$ cat config.mk
export PLATFORM = sky130hd
export DESIGN_NAME = apb_master_bridge
export DESIGN_NICKNAME = d
export VERILOG_FILES = /design/src/rtl/apb_master_bridge.sv
export SDC_FILE = /design/constraint.sdc
export NUM_CORES = 1
export LEC_CHECK = 0
export CORE_MARGIN = 2
export CORE_UTILIZATION = 48
export CTS_BUF_LIST = sky130_fd_sc_hd__clkbuf_16
export DETAILED_ROUTE_END_ITERATION = 8
export PLACE_DENSITY = 0.75
export SLEW_MARGIN = 10
export SYNTH_ARGS = -nofsm -noshare
export SYNTH_HDL_FRONTEND = slang
export SYNTH_SLANG_ARGS = --single-unit
$ cat constraint.sdc
create_clock -name pclk -period 3.5 [get_ports pclk]
set_input_delay 1.05 -clock pclk [delete_from_list [all_inputs] [get_ports pclk]]
set_output_delay 1.05 -clock pclk [all_outputs]
set_load 0.005 [all_outputs]
$ cat src/rtl/apb_master_bridge.sv
// apb_master_bridge: buffers valid/ready requests in a small FIFO and
// issues APB setup/access transfers, returning one response per transfer.
module apb_master_bridge #(
    parameter int AW      = 32,
    parameter int DW      = 32,
    parameter int DEPTH   = 4,
    parameter int TIMEOUT = 16
) (
    input  logic                       pclk,
    input  logic                       prst,
    input  logic                       req_valid,
    output logic                       req_ready,
    input  logic [AW-1:0]              req_addr,
    input  logic                       req_write,
    input  logic [DW-1:0]              req_wdata,
    output logic                       rsp_valid,
    input  logic                       rsp_ready,
    output logic [DW-1:0]              rsp_rdata,
    output logic                       rsp_write,
    output logic                       rsp_err,
    output logic [$clog2(DEPTH+1)-1:0] fifo_level,
    output logic [AW-1:0]              paddr,
    output logic                       pwrite,
    output logic [DW-1:0]              pwdata,
    output logic                       psel,
    output logic                       penable,
    input  logic [DW-1:0]              prdata,
    input  logic                       pready
);

    localparam int LW = $clog2(DEPTH+1);
    localparam int PW = $clog2(DEPTH);
    localparam int CW = $clog2(TIMEOUT+1);
    localparam logic [CW-1:0] TMAX = CW'(TIMEOUT-1);

    typedef enum logic [1:0] {IDLE, SETUP, ACCESS, RESP} state_t;

    state_t state_q, state_d;

    logic [AW-1:0] fa_q [DEPTH];
    logic          fw_q [DEPTH];
    logic [DW-1:0] fd_q [DEPTH];
    logic [PW-1:0] wr_ptr_q, rd_ptr_q;
    logic [LW-1:0] count_q;

    logic [AW-1:0] paddr_q;
    logic          pwrite_q;
    logic [DW-1:0] pwdata_q;
    logic [DW-1:0] rdata_q;
    logic          rwrite_q;
    logic          rerr_q;
    logic [CW-1:0] cnt_q;

    logic full, empty, push, pop, tmo, done;

    assign full      = (count_q == LW'(DEPTH));
    assign empty     = (count_q == '0);
    assign req_ready = !full && !prst;
    assign push      = req_valid && req_ready;
    assign tmo       = (cnt_q == TMAX);
    assign done      = (state_q == ACCESS) && (pready || tmo);

    // FIFO storage; entries need no reset because count_q guards them
    always_ff @(posedge pclk) begin
        if (push) begin
            fa_q[wr_ptr_q] <= req_addr;
            fw_q[wr_ptr_q] <= req_write;
            fd_q[wr_ptr_q] <= req_wdata;
        end
    end

    // FIFO pointers and occupancy; pointers wrap since DEPTH is 2^n
    always_ff @(posedge pclk) begin
        if (prst) begin
            wr_ptr_q <= '0;
            rd_ptr_q <= '0;
            count_q  <= '0;
        end else begin
            if (push) wr_ptr_q <= wr_ptr_q + PW'(1);
            if (pop)  rd_ptr_q <= rd_ptr_q + PW'(1);
            if (push && !pop)      count_q <= count_q + LW'(1);
            else if (!push && pop) count_q <= count_q - LW'(1);
        end
    end

    // FSM state register
    always_ff @(posedge pclk) begin
        if (prst) state_q <= IDLE;
        else      state_q <= state_d;
    end

    // FSM next-state logic
    always_comb begin
        state_d = state_q;
        unique case (state_q)
            IDLE:   if (!empty) state_d = SETUP;
            SETUP:  state_d = ACCESS;
            ACCESS: if (pready || tmo) state_d = RESP;
            RESP:   if (rsp_ready) state_d = empty ? IDLE : SETUP;
            default: state_d = IDLE;
        endcase
    end

    // FSM outputs; a pop always coincides with entry to SETUP
    always_comb begin
        psel      = 1'b0;
        penable   = 1'b0;
        rsp_valid = 1'b0;
        pop       = 1'b0;
        unique case (state_q)
            IDLE:   pop = !empty;
            SETUP:  psel = 1'b1;
            ACCESS: begin
                psel    = 1'b1;
                penable = 1'b1;
            end
            RESP: begin
                rsp_valid = 1'b1;
                pop       = rsp_ready && !empty;
            end
            default: ;
        endcase
    end

    // APB command, wait counter and response capture
    always_ff @(posedge pclk) begin
        if (prst) begin
            paddr_q  <= '0;
            pwrite_q <= 1'b0;
            pwdata_q <= '0;
            rdata_q  <= '0;
            rwrite_q <= 1'b0;
            rerr_q   <= 1'b0;
            cnt_q    <= '0;
        end else begin
            if (pop) begin
                paddr_q  <= fa_q[rd_ptr_q];
                pwrite_q <= fw_q[rd_ptr_q];
                pwdata_q <= fd_q[rd_ptr_q];
                cnt_q    <= '0;
            end else if (state_q == ACCESS) begin
                cnt_q <= cnt_q + CW'(1);
            end
            if (done) begin
                rdata_q  <= (pready && !pwrite_q) ? prdata : '0;
                rwrite_q <= pwrite_q;
                rerr_q   <= !pready;
            end
        end
    end

    assign paddr      = paddr_q;
    assign pwrite     = pwrite_q;
    assign pwdata     = pwdata_q;
    assign rsp_rdata  = rdata_q;
    assign rsp_write  = rwrite_q;
    assign rsp_err    = rerr_q;
    assign fifo_level = count_q;

endmodule
=== Yosys cells after proc, flatten, opt, wreduce, memory -nomap -nowiden ===
Memories as Yosys holds them, arrays and structs flattened. A register that Yosys moved wholly into a read port is not among the register bits.
Cells that the tools add are included.

* Bits of input ports: 102
* Memories: 3
* Memory bits (writable): 260
* Bits in registers: 48
* Output and inout port bits: 106

* Equality and inequality tests: 8
* Mux-type cells: 14
* Reductions and logical operators: 21
* Add/sub/neg operators: 5

{| class="wikitable"
|+ Memories
! name !! words !! width !! read ports !! clocked after Yosys merged registers in !! write ports !! line !! source
|-
| fa_q || 4 || 32 || 1 || 1 || 1 || 40 || <nowiki>logic [AW-1:0] fa_q [DEPTH];</nowiki>
|-
| fd_q || 4 || 32 || 1 || 1 || 1 || 42 || <nowiki>logic [DW-1:0] fd_q [DEPTH];</nowiki>
|-
| fw_q || 4 || 1 || 1 || 1 || 1 || 41 || <nowiki>logic fw_q [DEPTH];</nowiki>
|}

{| class="wikitable"
|+ Operators by type and width
! operator !! number
|-
| $mux W32 || 1
|-
| $pmux W2 S4 || 1
|-
| $logic_and A1 B1 Y1 || 7
|-
| $logic_not A1 Y1 || 7
|-
| $mux W1 || 6
|-
| $mux W2 || 3
|-
| $mux W3 || 2
|-
| $ne A2 B2 Y1 const B || 3
|-
| $add A5 B1 Y5 const B || 1
|-
| $eq A5 B4 Y1 const B || 1
|-
| $add A2 B1 Y2 const B || 2
|-
| $eq A2 B2 Y1 const B || 2
|-
| $reduce_or A2 Y1 || 2
|-
| $add A3 B1 Y3 const B || 1
|-
| $eq A3 B3 Y1 const B || 1
|-
| $logic_not A3 Y1 || 1
|-
| $reduce_and A3 Y1 || 1
|-
| $sub A3 B1 Y3 const B || 1
|-
| $eq A2 B1 Y1 const B || 1
|-
| $logic_not A2 Y1 || 1
|-
| $pmux W1 S2 || 1
|-
| $reduce_bool A2 Y1 || 1
|-
| $logic_or A1 B1 Y1 || 1
|}

=== Longest topological paths before layout ===
* Depth after elaboration: 8
* Mapped depth: 12

=== Worst setup path after synthesis ===
Ideal clock, no wire load.

* Kind: input -> register
* Start point: in prst
* End point: mem fa_q[1][0] (enable)
* Path slack: -0.100 ns
* Arrival time: 3.170 ns
* Library setup time: 0.430 ns
* Stages: 3
* Data required time: 3.070 ns
* Path through: clkbuf_1 > a211oi_2 > and2_1

* Longest elaborated chain between the ends: 5

{| class="wikitable"
|+ Ends and longest elaborated chain
! item !! line !! source
|-
| start: declaration || 10 || <nowiki>input logic prst,</nowiki>
|-
| $logic_not A1 Y1 || 58 || <nowiki>assign req_ready = !full && !prst;</nowiki>
|-
| $logic_and A1 B1 Y1 || 58 ||
|-
| $logic_and A1 B1 Y1 || 59 || <nowiki>assign push = req_valid && req_ready;</nowiki>
|-
| via push || 54 || <nowiki>logic full, empty, push, pop, tmo, done;</nowiki>
|-
| $mux W1 || 65 || <nowiki>if (push) begin</nowiki>
|-
| $mux W1 (implied by the code) || 66 || <nowiki>fa_q[wr_ptr_q] <= req_addr;</nowiki>
|-
| end: declaration || 40 ||
|}

The timed path passes the listed nets, and every way through them passes these cells.

=== Worst setup path after layout ===
* Start point: reg state_q[0]
* End point: out penable

* Longest elaborated chain between the ends: 2

{| class="wikitable"
|+ Ends and longest elaborated chain
! item !! line !! source
|-
| start: declaration || 38 || <nowiki>state_t state_q, state_d;</nowiki>
|-
| start signal: assignment || 89 || <nowiki>else state_q <= state_d;</nowiki>
|-
| $eq A2 B2 Y1 || 110 || <nowiki>unique case (state_q)</nowiki>
|-
| $mux W1 || 110 ||
|-
| end: declaration || 26 || <nowiki>output logic penable,</nowiki>
|}

No other way between the ends.

==> results.md <==
Run status:
- The flow ran to the end, and the final reports show no timing, DRC or antenna violations.

STA:
- The worst setup slack after layout is 0.384 ns.
- Of the available clock period, the critical path in the final layout requires 0.890.
- Setup repair after global routing left no endpoint under its margin.
- Setup violations remaining at the end of the flow were counted as 0.
- The number of pins exceeding their max-slew limit in the final report is 0.
- Clock skew on the completed layout was measured at 0.0150 ns.
- The worst max-slew margin expressed relative to the limit is 0.311.
- At the pin with the least slew margin, the transition time is 1.03 ns.
- The number of hold violations in the final report is 0.
- The final sum of negative setup slack is 0 ns.
- For this run, the top clock speed supported by timing is 321 MHz.
- The worst path in the final design needs a cycle of 3.12 ns, including I/O delays and setup.

Synthesis:
- The most area-hungry cell type in the Yosys netlist is sky130_fd_sc_hd__edfxtp_1.
- Counting every instance in the synthesized netlist gives 863.
- The net count after synthesis is 977.
- After synthesis, the cell types taking the most area are sky130_fd_sc_hd__edfxtp_1 57%, sky130_fd_sc_hd__dfxtp_1 17%, sky130_fd_sc_hd__mux4_2 11%.
- The portion of synthesized cell area occupied by the leading cell type is 0.573.
- The fraction of registers with async set/reset is 0.
- The flip-flop and latch count after synthesis is 373.
- The cell area after synthesis is 13600 µm².
- Counting distinct cell types in the post-synthesis netlist gives 40.
- The count of warnings emitted by yosys is 0.
- Yosys mapped a number of flops with a built-in enable equal to 260.
- The most common flop cell mapped by yosys is sky130_fd_sc_hd__edfxtp_1.
- A synthesized cell averages 15.8 µm².
- The sequential cell area fraction in the yosys report is 0.739.

Clock tree:
- The buffer cell driving the clock tree root is sky130_fd_sc_hd__clkbuf_16.
- The maximum root-to-sink buffer count is 3.
- The clock tree from TritonCTS is yes.
- The clock-pin slew on the worst setup and hold paths is 0.06 ns.
- For this design, the sink count on the clock tree is 373.
- Buffers inserted to repair hold after CTS numbered 0.
- The H-tree was split into 2 levels.
- The number of clock buffers added by TritonCTS is 38.
- Once the clock tree was built, the setup fixing pass inserted 0 buffers.
- The quantity of gates resized following cts is 0.
- Clock latency on the worst-skew pair, taken at its later pin, is 0.51 ns.

Routing:
- The detailed-route DRC error count is 0.
- The first routing iteration left 438 violations.
- The total via count after detailed routing is 7817.
- The first detailed-routing pass ran for 5 iterations.
- The wire length per cell is 18.7 µm.
- The sum of routed wire length over all layers is 27700 µm.
- In the routed layout, each cell is associated on average with a via count of 5.28.
- The final antenna-violating net count is 0.

Min path:
- The type of the most critical hold path is reg -> reg.
- The launch instance of the worst min-delay path is rsp_rdata[0].

Place:
- The count of buffers inserted at the top-level ports is 207.
- The total placed cells including tap cells is 1412.
- Summed over all nets, the half-perimeter wirelength after detailed placement is 15900 µm.
- The last weighted congestion value of the routability-driven placer is 0.730.
- At the placement stage, the worst setup path has a slack of 0.323 ns.

Finish:
- In the layout the commonest cells are 260 x sky130_fd_sc_hd__edfxtp_1, 206 x sky130_fd_sc_hd__clkdlybuf4s50_1, 166 x sky130_fd_sc_hd__nand2_1.
- The final net count is 1188.
- The most common library cell in the layout ignoring fill and taps is sky130_fd_sc_hd__edfxtp_1.
- Of the cells placed in the final design, the portion with a size suffix greater than 1 is 0.133.
- Across the whole layout, storage elements account for 10100 µm².
- The number of non-filler instances in the completed layout is 1481.
- 0 antenna diodes ended up in the layout.
- The area used by multi-input combinational logic is 3290 µm².
- The fill cell total of the finished layout is 2025.
- The area growth from synthesis to layout is 27.6%.

Global routing:
- The maximum number of pins on one net before global-route repair is 82.
- The number of antenna violations at the first check in global routing came to 0.
- The number of global-route vias before repair is 8004.
- For this run the aggregate overflow at the end of global routing stands at 0.
- The wire length of the first global-routing pass is 43500 µm.
- For this run, the total global-route usage over all layers was measured as 0.185.

Die:
- From left edge to right edge, the die measures 173 µm.
- Pin placement for this block handled 208 I/O pins.
- The starting utilization of the core area is 0.489.
- The area of the placeable core is 27900 µm².
- The die covers 29800 µm².
- The initialized floorplan defines 61 standard-cell rows.
- The floorplan die height is 173 µm.

Worst setup path:
- On the critical path, the stage with the largest delay is an instance of sky130_fd_sc_hd__clkdlybuf4s50_1.
- The worst-path maximum fanout is 13.
- The worst endpoint required time is 2.45 ns.
- STA puts the critical path data arrival time at 2.07 ns.
- STA classifies the critical path startpoint as a register.
- The critical path goes through inv_1 > ha_1 > clkdlybuf4s50_1.
- For this run, the slowest stage of the critical path takes 0.62 ns.
- The startpoint identified for the worst register-to-register timing path is state_q[0].
- The worst setup path is captured at a primary output.
- The beginning of the critical path is state_q[0].
- The type of the worst setup path is reg -> out.

Power and ir drop:
- Dividing total power by cell area gives a power density of 710 nW/µm².
- The share of total power consumed by net switching is 0.273.
- The clock share of power is 0.315.
- The worst IR drop on VDD is 0.562 mV.
- Cell internal power was estimated by the tool at 0.00898 W.
- The combinational fraction of design power is 0.234.
- For this design the static power due to leakage is 5.64 nW.
- The register share of total power is 0.450.
- The total power after layout is 0.0124 W.
- The switching power is 0.00337 W.

Run:
- The tool flagged a number of max-cap violations equal to 0.
-- final timing paths --
kind / endpoint / slack [ns] / cells after the start
hold reg to reg: rsp_rdata[0] / 0.45 / 2
setup / recovery: penable / 0.38 / 3
setup reg to reg: fifo_level[2] / 1.08 / 11
hold / removal: rsp_rdata[0] / 0.45 / 2
-- sequential cells by signal, indices dropped and copies added, names as in the netlist, 2 cells and up --
register    flops
fifo_level      3
fa_q          128
rsp_rdata      32
rd_ptr_q        2
fw_q            4
state_q         2
fd_q          128
paddr          32
cnt_q           5
pwdata         32
wr_ptr_q        2
-- per-layer routing --
layer  up-vias  part of all wire  global-route usage  wire length [µm]
met3        50             0.063              0.0433              1750
li1       3651                 -                   -                 -
met2       242              0.48               0.313             13400
met4         0             0.021              0.0491               575
met1      3874              0.43               0.241             12000
met5         -                 0                   0                 0
-- worst max-delay path: cells and delay by family (launching register included) --
family     cells  cell delay (ns)
fa+ha+maj      1             0.48
buf+inv        2             0.75
flops          1             0.33
-- metrics by stage --
step | utilization | area [µm²] | hold slack [ns]
floorplan | - | 13600 | 0.448
global placement | 0.581 | 16200 | 0.437
detailed placement | 0.581 | 16200 | 0.445
CTS | 0.624 | 17400 | 0.453
global route | 0.624 | 17400 | 0.468
finish | 0.624 | 17400 | 0.452
-- power groups by stage --
| stage | clock network (W) | logic [W] | registers, W |
|---|---|---|---|
| detailed placement | 0 | 0.00294 | 0.00567 |
| global placement | 0 | 0.00289 | 0.00566 |
| finish | 0.00389 | 0.00290 | 0.00556 |
| CTS | 0.00398 | 0.00295 | 0.00558 |
| floorplan | 0 | 0.00182 | 0.00550 |
| global route | 0.00415 | 0.00317 | 0.00564 |
-- cell usage after synthesis, types with 2 or more instances --
cell	number
sky130_fd_sc_hd__dfxtp_1	113
sky130_fd_sc_hd__ha_1	11
sky130_fd_sc_hd__xnor2_1	4
sky130_fd_sc_hd__buf_2	7
sky130_fd_sc_hd__inv_1	7
sky130_fd_sc_hd__a21oi_1	103
sky130_fd_sc_hd__and2_1	4
sky130_fd_sc_hd__nand2_1	166
sky130_fd_sc_hd__or3_1	2
sky130_fd_sc_hd__nand3_1	32
sky130_fd_sc_hd__nor2_1	9
sky130_fd_sc_hd__clkbuf_1	35
sky130_fd_sc_hd__xor2_1	4
sky130_fd_sc_hd__mux4_2	65
sky130_fd_sc_hd__edfxtp_1	260
sky130_fd_sc_hd__nor2b_1	3
sky130_fd_sc_hd__mux2i_1	3
sky130_fd_sc_hd__buf_1	2
sky130_fd_sc_hd__buf_6	2
sky130_fd_sc_hd__nor3_1	4
sky130_fd_sc_hd__buf_4	8
-- final cells by class --
type | count | share of cell area
clock buffer | 39 | 0.0561
clock inverter | 30 | 0.0136
timing repair buffer | 225 | 0.133
tap | 378 | 0.0272
sequential | 373 | 0.580
inverter | 8 | 0.00173
multi-input combinational | 428 | 0.189
-- cells by family (layout without fill, tap and decap cells) --
logic type,count (synthesis),count (layout),share of synthesized area
muxes,68,68,0.110
xor gates and xnor gates,8,8,0.00514
DFF,373,373,0.739
buffers and inverters,62,302,0.0210
AOI/OAI and AO/OA,113,113,0.0436
adders and majority gates,12,12,0.0116
and+or+nand+nor,227,227,0.0701
Note: power is estimated with default switching activity, not from simulation.
